==> src/rtl/dag_pkg.sv <==
// dag_pkg: shared constants and types for the data address generator.
//   DW      - register / address width
//   NREG    - registers per bank
//   bank_e  - ureg bank code carried in ureg address bits [4:3]
package dag_pkg;

  localparam int DW   = 16;
  localparam int NREG = 8;
  localparam int IW   = 3;   // index width within a bank
  localparam int AW   = 5;   // ureg address width: {bank, index}

  typedef enum logic [1:0] {
    BANK_I = 2'b00,
    BANK_M = 2'b01,
    BANK_L = 2'b10,
    BANK_B = 2'b11
  } bank_e;

endpackage

==> src/rtl/dag_if.sv <==
// dag_if: sequencer request, ureg access and generated-address signals.
//   master - sequencer / bus-connect side (drives requests and ureg traffic)
//   slave  - address generator side (drives generated addresses and read data)
interface dag_if;
  import dag_pkg::*;

  logic          ps_dg_en;
  logic          ps_dg_dgsclt;
  logic          ps_dg_mdfy;
  logic [IW-1:0] ps_dg_iadd;
  logic [IW-1:0] ps_dg_madd;
  logic          ps_dg_wrt_en;
  logic [AW-1:0] ps_dg_wrt_add;
  logic [AW-1:0] ps_dg_rd_add;
  logic [DW-1:0] bc_dt;
  logic [DW-1:0] dg_ps_add;
  logic [DW-1:0] dg_dm_add;
  logic [DW-1:0] dg_bc_dt;

  modport master (
    output ps_dg_en, ps_dg_dgsclt, ps_dg_mdfy, ps_dg_iadd, ps_dg_madd,
    output ps_dg_wrt_en, ps_dg_wrt_add, ps_dg_rd_add, bc_dt,
    input  dg_ps_add, dg_dm_add, dg_bc_dt
  );

  modport slave (
    input  ps_dg_en, ps_dg_dgsclt, ps_dg_mdfy, ps_dg_iadd, ps_dg_madd,
    input  ps_dg_wrt_en, ps_dg_wrt_add, ps_dg_rd_add, bc_dt,
    output dg_ps_add, dg_dm_add, dg_bc_dt
  );

endinterface

==> src/rtl/dag_circ_mdfy.sv <==
// circ_mdfy: combinational modify-and-wrap arithmetic.
//   i_val, m_val, l_val, b_val - current I, M (two's complement), L, B
//   lin_val                    - I+M mod 2^16 (pre-modify address)
//   post_val                   - next I value: linear when L==0, else circular
module circ_mdfy
  import dag_pkg::*;
(
  input  logic [DW-1:0] i_val,
  input  logic [DW-1:0] m_val,
  input  logic [DW-1:0] l_val,
  input  logic [DW-1:0] b_val,
  output logic [DW-1:0] lin_val,
  output logic [DW-1:0] post_val
);

  logic [DW:0] sum17;
  logic [DW:0] top17;
  logic [DW:0] wrap17;

  // M is sign-extended, I zero-extended; the 17-bit sum feeds unsigned compares.
  assign sum17   = {1'b0, i_val} + {m_val[DW-1], m_val};
  assign top17   = {1'b0, b_val} + {1'b0, l_val};
  assign lin_val = sum17[DW-1:0];

  always_comb begin
    wrap17 = sum17;
    if (sum17 >= top17)
      wrap17 = sum17 - {1'b0, l_val};
    else if (sum17 < {1'b0, b_val})
      wrap17 = sum17 + {1'b0, l_val};
  end

  assign post_val = (l_val == '0) ? lin_val : wrap17[DW-1:0];

endmodule

==> src/rtl/dag_top.sv <==
// dag_top: data address generator with I/M/L/B register banks.
//   clk, rst - clock, asynchronous active-low reset
//   bus      - dag_if.slave: sequencer request (en/dgsclt/mdfy/iadd/madd),
//              ureg write/read (wrt_en/wrt_add/rd_add/bc_dt), registered
//              addresses dg_ps_add/dg_dm_add, combinational read dg_bc_dt
module dag_top
  import dag_pkg::*;
(
  input  logic clk,
  input  logic rst,
  dag_if.slave bus
);

  logic [DW-1:0] i_reg [NREG];
  logic [DW-1:0] m_reg [NREG];
  logic [DW-1:0] l_reg [NREG];
  logic [DW-1:0] b_reg [NREG];

  logic [DW-1:0] lin_val;
  logic [DW-1:0] post_val;
  logic [DW-1:0] gen_addr;
  bank_e         wr_bank;
  bank_e         rd_bank;
  logic [IW-1:0] wr_idx;
  logic [IW-1:0] rd_idx;

  assign wr_bank = bank_e'(bus.ps_dg_wrt_add[AW-1:IW]);
  assign wr_idx  = bus.ps_dg_wrt_add[IW-1:0];
  assign rd_bank = bank_e'(bus.ps_dg_rd_add[AW-1:IW]);
  assign rd_idx  = bus.ps_dg_rd_add[IW-1:0];

  circ_mdfy u_circ_mdfy (
    .i_val    (i_reg[bus.ps_dg_iadd]),
    .m_val    (m_reg[bus.ps_dg_madd]),
    .l_val    (l_reg[bus.ps_dg_iadd]),
    .b_val    (b_reg[bus.ps_dg_iadd]),
    .lin_val  (lin_val),
    .post_val (post_val)
  );

  // Pre-modify emits the linear sum; post-modify emits the current I.
  assign gen_addr = bus.ps_dg_mdfy ? lin_val : i_reg[bus.ps_dg_iadd];

  always_ff @(posedge clk or negedge rst) begin
    if (!rst) begin
      for (int k = 0; k < NREG; k++) begin
        i_reg[k] <= '0;
        m_reg[k] <= '0;
        l_reg[k] <= '0;
        b_reg[k] <= '0;
      end
      bus.dg_ps_add <= '0;
      bus.dg_dm_add <= '0;
    end else begin
      if (bus.ps_dg_en) begin
        if (bus.ps_dg_dgsclt)
          bus.dg_ps_add <= gen_addr;
        else
          bus.dg_dm_add <= gen_addr;
        if (!bus.ps_dg_mdfy)
          i_reg[bus.ps_dg_iadd] <= post_val;
      end
      // Placed after the post-modify update so a ureg write to I[k] or B[k]
      // overrides a same-edge post-modify of I[k].
      if (bus.ps_dg_wrt_en) begin
        unique case (wr_bank)
          BANK_I: i_reg[wr_idx] <= bus.bc_dt;
          BANK_M: m_reg[wr_idx] <= bus.bc_dt;
          BANK_L: l_reg[wr_idx] <= bus.bc_dt;
          BANK_B: begin
            b_reg[wr_idx] <= bus.bc_dt;
            i_reg[wr_idx] <= bus.bc_dt;
          end
        endcase
      end
    end
  end

  always_comb begin
    bus.dg_bc_dt = '0;
    unique case (rd_bank)
      BANK_I: bus.dg_bc_dt = i_reg[rd_idx];
      BANK_M: bus.dg_bc_dt = m_reg[rd_idx];
      BANK_L: bus.dg_bc_dt = l_reg[rd_idx];
      BANK_B: bus.dg_bc_dt = b_reg[rd_idx];
    endcase
    // Write-through bypass so a reader sees data being written this cycle.
    if (bus.ps_dg_wrt_en && (bus.ps_dg_wrt_add == bus.ps_dg_rd_add))
      bus.dg_bc_dt = bus.bc_dt;
  end

endmodule
==> src/flat_wrapper.sv <==
// flat-port wrapper written by rule: the top's interface ports become plain ports
module dag_top_flat import dag_pkg::*;
  (clk, rst, bus_ps_dg_en, bus_ps_dg_dgsclt, bus_ps_dg_mdfy, bus_ps_dg_iadd, bus_ps_dg_madd, bus_ps_dg_wrt_en, bus_ps_dg_wrt_add, bus_ps_dg_rd_add, bus_bc_dt, bus_dg_ps_add, bus_dg_dm_add, bus_dg_bc_dt);
  dag_if bus_i ();
  input  logic clk;
  input  logic rst;
  input wire logic [$bits(bus_i.ps_dg_en)-1:0] bus_ps_dg_en;
  input wire logic [$bits(bus_i.ps_dg_dgsclt)-1:0] bus_ps_dg_dgsclt;
  input wire logic [$bits(bus_i.ps_dg_mdfy)-1:0] bus_ps_dg_mdfy;
  input wire logic [$bits(bus_i.ps_dg_iadd)-1:0] bus_ps_dg_iadd;
  input wire logic [$bits(bus_i.ps_dg_madd)-1:0] bus_ps_dg_madd;
  input wire logic [$bits(bus_i.ps_dg_wrt_en)-1:0] bus_ps_dg_wrt_en;
  input wire logic [$bits(bus_i.ps_dg_wrt_add)-1:0] bus_ps_dg_wrt_add;
  input wire logic [$bits(bus_i.ps_dg_rd_add)-1:0] bus_ps_dg_rd_add;
  input wire logic [$bits(bus_i.bc_dt)-1:0] bus_bc_dt;
  output wire logic [$bits(bus_i.dg_ps_add)-1:0] bus_dg_ps_add;
  output wire logic [$bits(bus_i.dg_dm_add)-1:0] bus_dg_dm_add;
  output wire logic [$bits(bus_i.dg_bc_dt)-1:0] bus_dg_bc_dt;
  assign bus_i.ps_dg_en = bus_ps_dg_en;
  assign bus_i.ps_dg_dgsclt = bus_ps_dg_dgsclt;
  assign bus_i.ps_dg_mdfy = bus_ps_dg_mdfy;
  assign bus_i.ps_dg_iadd = bus_ps_dg_iadd;
  assign bus_i.ps_dg_madd = bus_ps_dg_madd;
  assign bus_i.ps_dg_wrt_en = bus_ps_dg_wrt_en;
  assign bus_i.ps_dg_wrt_add = bus_ps_dg_wrt_add;
  assign bus_i.ps_dg_rd_add = bus_ps_dg_rd_add;
  assign bus_i.bc_dt = bus_bc_dt;
  assign bus_dg_ps_add = bus_i.dg_ps_add;
  assign bus_dg_dm_add = bus_i.dg_dm_add;
  assign bus_dg_bc_dt = bus_i.dg_bc_dt;
  dag_top u_core (.clk(clk), .rst(rst), .bus(bus_i));
endmodule
==> config.mk <==
export PLATFORM = sky130hd
export DESIGN_NAME = dag_top_flat
export DESIGN_NICKNAME = d
export VERILOG_FILES = /design/src/rtl/dag_pkg.sv /design/src/rtl/dag_if.sv /design/src/rtl/dag_circ_mdfy.sv /design/src/rtl/dag_top.sv /design/src/flat_wrapper.sv
export SDC_FILE = /design/constraint.sdc
export NUM_CORES = 1
export LEC_CHECK = 0
export CORE_ASPECT_RATIO = 2
export CORE_UTILIZATION = 25
export CTS_CLUSTER_DIAMETER = 50
export DETAILED_ROUTE_END_ITERATION = 8
export PLACE_DENSITY = 0.49
export SLEW_MARGIN = 20
export SYNTH_ARGS = -nofsm -noshare
export SYNTH_HDL_FRONTEND = slang
export SYNTH_SLANG_ARGS = --single-unit
export TNS_END_PERCENT = 20
==> constraint.sdc <==
create_clock -name clk -period 16.03 [get_ports clk]
set_input_delay 3.206 -clock clk [delete_from_list [all_inputs] [get_ports clk]]
set_output_delay 3.206 -clock clk [all_outputs]
set_load 0.03 [all_outputs]
==> key figures, run 1 <==
Setup path
  – Crit. End Element: register
  – Slowest-stage cell, CP: a31oi_1
  – Required time worst endpoint: 16.60 ns
  – Top delay family on crit path: compound AO/OA/AOI/OAI gates
  – Slowest stage delay, CP: 0.77 ns
  – Crit-path max FO: 47
  – Crit path DAT: 12.23 ns
  – Critical setup path kind: in2reg
  – Crit path launch type: primary input
  – Worst path buffer plus inverter count: 4
  – Most frequent CP cell: a21oi_1

Synth
  – Ys flop type: dfrtp_1
  – Net Count, Synth: between 3000 and 4000
  – Synth Instances: approximately 2900
  – Netlist cell types: 85
  – Synth top area cells: dfrtp_1 (40%), mux2_2 (15%), mux4_2 (13%), mux2i_1 (4.7%), ha_1 (3.3%)
  – Asr flop ratio synth: 1.00
  – Synth area leader: dfrtp_1
  – Post-synth EDFFs: 0
  – Synth warnings: 0
  – Seq/Total Area, Yosys: 0.405
  – Post-synthesis register bit count: 544
  – Synth top area share: 0.405
  – Avg Inst Size Synth: 11.7 µm²
  – Mapped cell area: 33700 µm²

Detailed routing
  – Drt pass-1 iters: 5
  – Avg Vias per Cell: 5.46
  – DRT iter0 DRCs: around 1800
  – # DRC: 0
  – Mean routed wirelength per cell: 29.4 µm
  – Final antenna-violating net count: 0
  – DR vias: approximately 25000
  – DRT Wirelength: 136 mm

Global route
  – Vias in the first global route: 26500
  – Largest net degree at the start of global routing: 73
  – Total GRT Usage: 0.199
  – First-pass GRT wire length: 195 mm
  – GRT overflow: 0
  – Antenna violations before repair: 7

Finish
  – Share of cells above drive strength 1: 0.311
  – Layout Cells excl Fill: approximately 4600
  – Layout fillers: 13800
  – Area growth from synthesis to layout: 13.6%
  – Final Util: 0.286
  – Fin nets: 2988
  – Commonest cells after routing, fill and taps aside: dfrtp_1 (544), mux2_2 (460), nand2_1 (213)
  – Commonest non-fill, non-tap cell in the layout: dfrtp_1

Clocking
  – Clock tree buffer depth: 3
  – Clock sinks: 544
  – Post-cts repair resize count: 0
  – Post-CTS Setup Repair Bufs: 0
  – # H-tree levels: 2
  – CTS Buf Count: a little over 50
  – Clk slew on worst S/H paths: 0.07 ns
  – Hold Buf Count CTS: 0
  – Clock latency on the worst-skew pair: 0.67 ns
  – TritonCTS clock tree: yes
  – Clk root buf: clkbuf_16

Floorplan
  – Die footprint: 136000 µm²
  – # IOs: 86
  – Initial Util: 0.251
  – Row count: between 150 and 200
  – Die Height: 521 µm
  – CORE AREA: 134000 µm²
  – DIE WIDTH: 261 µm

Place
  – IO Port Bufs: 85
  – HPWL after detailed placement: 96.7 mm
  – Dpl ws: 3.83 ns
  – DP Cell Count: 4531
  – RD Place Congestion: slightly above 0.9

STA
  – Clock period minus worst slack: approximately 12 ns
  – Endpoints failing hold: 0
  – # setup viols final: 0
  – Least-Margin Pin Slew: 1.14 ns
  – Rel. slew slack: 0.235
  – Highest Clock Rate: between 80 and 90 MHz
  – Fin Clk Skew: 0.0345 ns
  – RSZ-0062 raised after global routing: no
  – Final max-slew violation count: 0
  – Final Cycle Share: 0.728
  – Final setup margin: approximately 4.4 ns
  – Setup_tns: 0 ns

Worst hold path
  – HP Class: reg2reg

Pwr
  – Power, Total: 6680 µW
  – Pwr dens: 175 nW/µm²
  – Leakage: between 0.015 and 0.02 µW
  – Peak VDD IR: 0.105 mV

Outcome
  – Outcome: finished, final reports clean

Job
  – Max-cap check violation count: 0
-- cells in the mapped netlist (all sizes together) (35+ instances only) --
cell type	count
mux2	463
mux2i	159
buf	60
a21o	35
clkbuf	180
ha	90
o21ai	213
inv	58
a21oi	90
nand2	213
dfrtp	544
nor2	162
mux4	195
a22oi	58
-- power breakdown --
part           internal [µW]  leakage, µW  switching [µW]  total, µW
registers               1750      0.00689             314       2070
clock network            683     0.000809             602       1290
logic                   1340      0.00812            1990       3330
total                   3780       0.0158            2900       6680
-- kinds of logic (layout without fill, tap and decap cells) --
logic type / count (synthesis) / in the layout / synth area share
muxes: 817 / 817 / 0.333
AOI/OAI and AO/OA: 594 / 594 / 0.117
xor gates and xnor gates: 46 / 46 / 0.0122
DFF: 544 / 544 / 0.405
other: 0 / 2 / 0
and+or+nand+nor: 480 / 480 / 0.0619
adders and majority gates: 97 / 97 / 0.0368
buffers and inverters: 299 / 315 / 0.0347
-- stage by stage --
step	hold slack (ns)	area (µm²)
finish	0.474	38200
global route	0.506	38200
CTS	0.482	38200
detailed placement	0.470	36600
global placement	0.464	36500
floorplan	0.480	33700
-- path summary, 6_finish.rpt --
| path | cells past startpoint | slack (ns) | start | end |
|---|---|---|---|---|
| setup reg to reg | 25 | 7.89 | u_core.i_reg[97]$_DFF_PN0_ | u_core.i_reg[34]$_DFF_PN0_ |
| hold / removal | 2 | 0.47 | u_core.bus.dg_ps_add[0]$_DFFE_PN0P_ | u_core.bus.dg_ps_add[0]$_DFFE_PN0P_ |
| min in group asynchronous | 1 | 2.49 | rst | u_core.l_reg[117]$_DFFE_PN0P_ |
| setup / recovery | 27 | 4.37 | bus_ps_dg_iadd[1] | u_core.i_reg[34]$_DFF_PN0_ |
| hold reg to reg | 2 | 0.47 | u_core.bus.dg_ps_add[0]$_DFFE_PN0P_ | u_core.bus.dg_ps_add[0]$_DFFE_PN0P_ |
| max in group asynchronous | 4 | 10.54 | rst | u_core.m_reg[45]$_DFFE_PN0P_ |
-- routing by layer --
layer	track usage	wire [µm]	part of all wire
met1	0.202	46100	0.34
met4	0.147	11300	0.084
met3	0.0307	6790	0.050
met5	0	28	0.00021
met2	0.363	71500	0.53
-- layout make-up --
type | instances | area, µm² | share of cell area
multi-input combinational | 2034 | 19100 | 0.500
sequential | 544 | 13600 | 0.356
tap | 1728 | 2160 | 0.0565
timing repair buffer | 166 | 1450 | 0.0380
clock buffer | 71 | 1400 | 0.0367
clock inverter | 19 | 265 | 0.00694
inverter | 59 | 221 | 0.00579
antenna | 2 | 5.00 | 0.000131
-- worst min-delay path, cell delays in order (launching register included) --
cell and delay [ns]:
dfrtp_1 0.34, nand2_1 0.04, o21ai_0 0.06
Note: power is estimated with default switching activity, not from simulation.
==> inputs of run 2 (changes only) <==
==> constraint.sdc (replaced) <==
create_clock -name clk -period 11.5 [get_ports clk]
set_input_delay 2.3 -clock clk [delete_from_list [all_inputs] [get_ports clk]]
set_output_delay 2.3 -clock clk [all_outputs]
set_load 0.03 [all_outputs]
==> run 2 against run 1 <==
Net effect:
- worst setup slack worse by 2.6 ns
- largest cell class unchanged
- worst hold slack better by 0.0032 ns
- critical endpoint unchanged
- first-iteration DRC count up 6.0%
- non-clock buffer count up 13
- sequential share of layout area down 0.18 points
- die area unchanged
- sequential cell count unchanged
- critical path depth unchanged
- largest power group unchanged
- sequential power up 39%
- combinational power up 44%
==> key figures, run 2 (synthesis results as in run 1) <==
Outcome
  – Outcome: finished, final reports clean

Worst hold path
  – HP Class: reg2reg
  – Hold endpoint: u_core.bus.dg_ps_add[15]$_DFFE_PN0P_
  – Hold-critical path depth: 2
  – HP Start: u_core.bus.dg_ps_add[15]$_DFFE_PN0P_

Place
  – IO Port Bufs: 85
  – Dpl ws: 1.21 ns
  – HPWL after detailed placement: 98.7 mm
  – DP Cell Count: 4544
  – RD Place Congestion: 0.952

Clocking
  – Clock latency on the worst-skew pair: 0.66 ns
  – Clk root buf: clkbuf_16
  – Clk slew on worst S/H paths: about 0.07 ns
  – CTS Buf Count: just over 50
  – Post-CTS Setup Repair Bufs: 0
  – Clock sinks: 544
  – Clock tree buffer depth: 3
  – TritonCTS clock tree: yes
  – Hold Buf Count CTS: 0
  – # H-tree levels: 2
  – Post-cts repair resize count: 0

STA
  – # setup viols final: 0
  – Rel. slew slack: 0.159
  – Hold_ws: 0.477 ns
  – RSZ-0062 raised after global routing: no
  – Final setup margin: around 1.8 ns
  – Endpoints failing hold: 0
  – Least-Margin Pin Slew: 1.25 ns
  – Fin Clk Skew: 0.0341 ns
  – Clock period minus worst slack: slightly below 10 ns
  – Setup_tns: 0 ns
  – Highest Clock Rate: 103 MHz
  – Final max-slew violation count: 0
  – Final Cycle Share: 0.844

Setup path
  – Critical setup path kind: in2reg
  – Top delay family on crit path: compound AO/OA/AOI/OAI gates
  – Slowest stage delay, CP: between 0.6 and 0.7 ns
  – Worst path buffer plus inverter count: 5
  – Slowest-stage cell, CP: a31oi_1
  – Crit-path max FO: 38
  – Worst reg2reg setup slack: 3.92 ns
  – Most frequent CP cell: a21oi_1
  – Crit. End Element: register
  – Worst flop-to-flop path endpoint: u_core.i_reg[34]$_DFF_PN0_
  – Crit path launch type: primary input
  – Required time worst endpoint: 12.07 ns
  – Crit path DAT: 10.28 ns
  – RR Startpoint: u_core.b_reg[97]$_DFFE_PN0P_
  – R2R cell count: 28

Global route
  – Vias in the first global route: 26700
  – Total GRT Usage: 0.202
  – GRT overflow: 0
  – First-pass GRT wire length: around 200 mm
  – Antenna violations before repair: 8
  – Largest net degree at the start of global routing: 142

Detailed routing
  – Mean routed wirelength per cell: roughly 30 µm
  – Drt pass-1 iters: 6
  – DR vias: ~25000
  – Final antenna-violating net count: 0
  – # DRC: 0
  – DRT iter0 DRCs: 1946
  – DRT Wirelength: approximately 140 mm
  – Avg Vias per Cell: 5.44

Finish
  – Area growth from synthesis to layout: 14.2%
  – Fin nets: about 3000
  – Area of the multi-input gates: roughly 19000 µm²
  – Reg area: 13600 µm²
  – Layout Cells excl Fill: 4638
  – Share of cells above drive strength 1: 0.315
  – Commonest cells after routing, fill and taps aside: dfrtp_1 (544), mux2_2 (460), nand2_1 (213)
  – Layout fillers: 13700
  – Commonest non-fill, non-tap cell in the layout: dfrtp_1
  – Final Util: 0.287

Floorplan
  – Row count: 190
  – Die footprint: 136000 µm²
  – Initial Util: 0.251
  – Die Height: between 500 and 600 µm
  – CORE AREA: roughly 130000 µm²
  – DIE WIDTH: 261 µm
  – # IOs: 86

Job
  – Max-cap check violation count: 0

Pwr
  – Peak VDD IR: 0.183 mV
  – Leakage: roughly 0.016 µW
  – Pwr dens: 248 nW/µm²
## run 2: layout make-up
cell class	count	area share
inverter	59	0.00576
tap	1728	0.0563
sequential	544	0.354
timing repair buffer	179	0.0409
clock buffer	76	0.0391
antenna	1	0.0000651
clock inverter	17	0.00638
multi-input combinational	2034	0.497
## run 2: how the worst max path moves through the flow
stage | start | to | slack (ns) | cells after the start
final | bus_ps_dg_iadd[2] | u_core.i_reg[34]$_DFF_PN0_ | 1.79 | 27
after global routing | bus_ps_dg_iadd[2] | u_core.i_reg[34]$_DFF_PN0_ | 1.37 | 27
after CTS | bus_ps_dg_iadd[2] | u_core.i_reg[34]$_DFF_PN0_ | 1.88 | 27
after detailed placement | bus_ps_dg_iadd[2] | u_core.i_reg[34]$_DFF_PN0_ | 1.21 | 27
after global placement | bus_ps_dg_iadd[2] | u_core.i_reg[50]$_DFF_PN0_ | 1.40 | 26
after floorplan | bus_ps_dg_iadd[1] | u_core.i_reg[78]$_DFF_PN0_ | 1.91 | 33
## run 2: power breakdown
group          internal [µW]  leakage [µW]  switching, µW  total [µW]
Combinational           1960       0.00819           2830        4790
Clock                   1000      0.000838            846        1850
Sequential              2440       0.00689            442        2880
## run 2: layer usage
| layer | track usage | vias to the layer above | share of wire |
|---|---|---|---|
| li1 | - | 10800 | - |
| met4 | 0.138 | 8 | 0.076 |
| met1 | 0.211 | 13200 | 0.35 |
| met5 | 0 | - | 0.00028 |
| met3 | 0.0297 | 383 | 0.048 |
| met2 | 0.368 | 898 | 0.53 |
## run 2: worst min-delay path, cell delays in order, from the launching register on
cell and delay, ns:
dfrtp_1 0.34, nand2_1 0.05, o21ai_0 0.06
## run 2: stage by stage
stage               power (µW)  instance area [µm²]
floorplan                 5750                33700
global placement          7620                36700
global route              9980                38400
finish                    9520                38400
CTS                       9520                38400
detailed placement        7640                36700
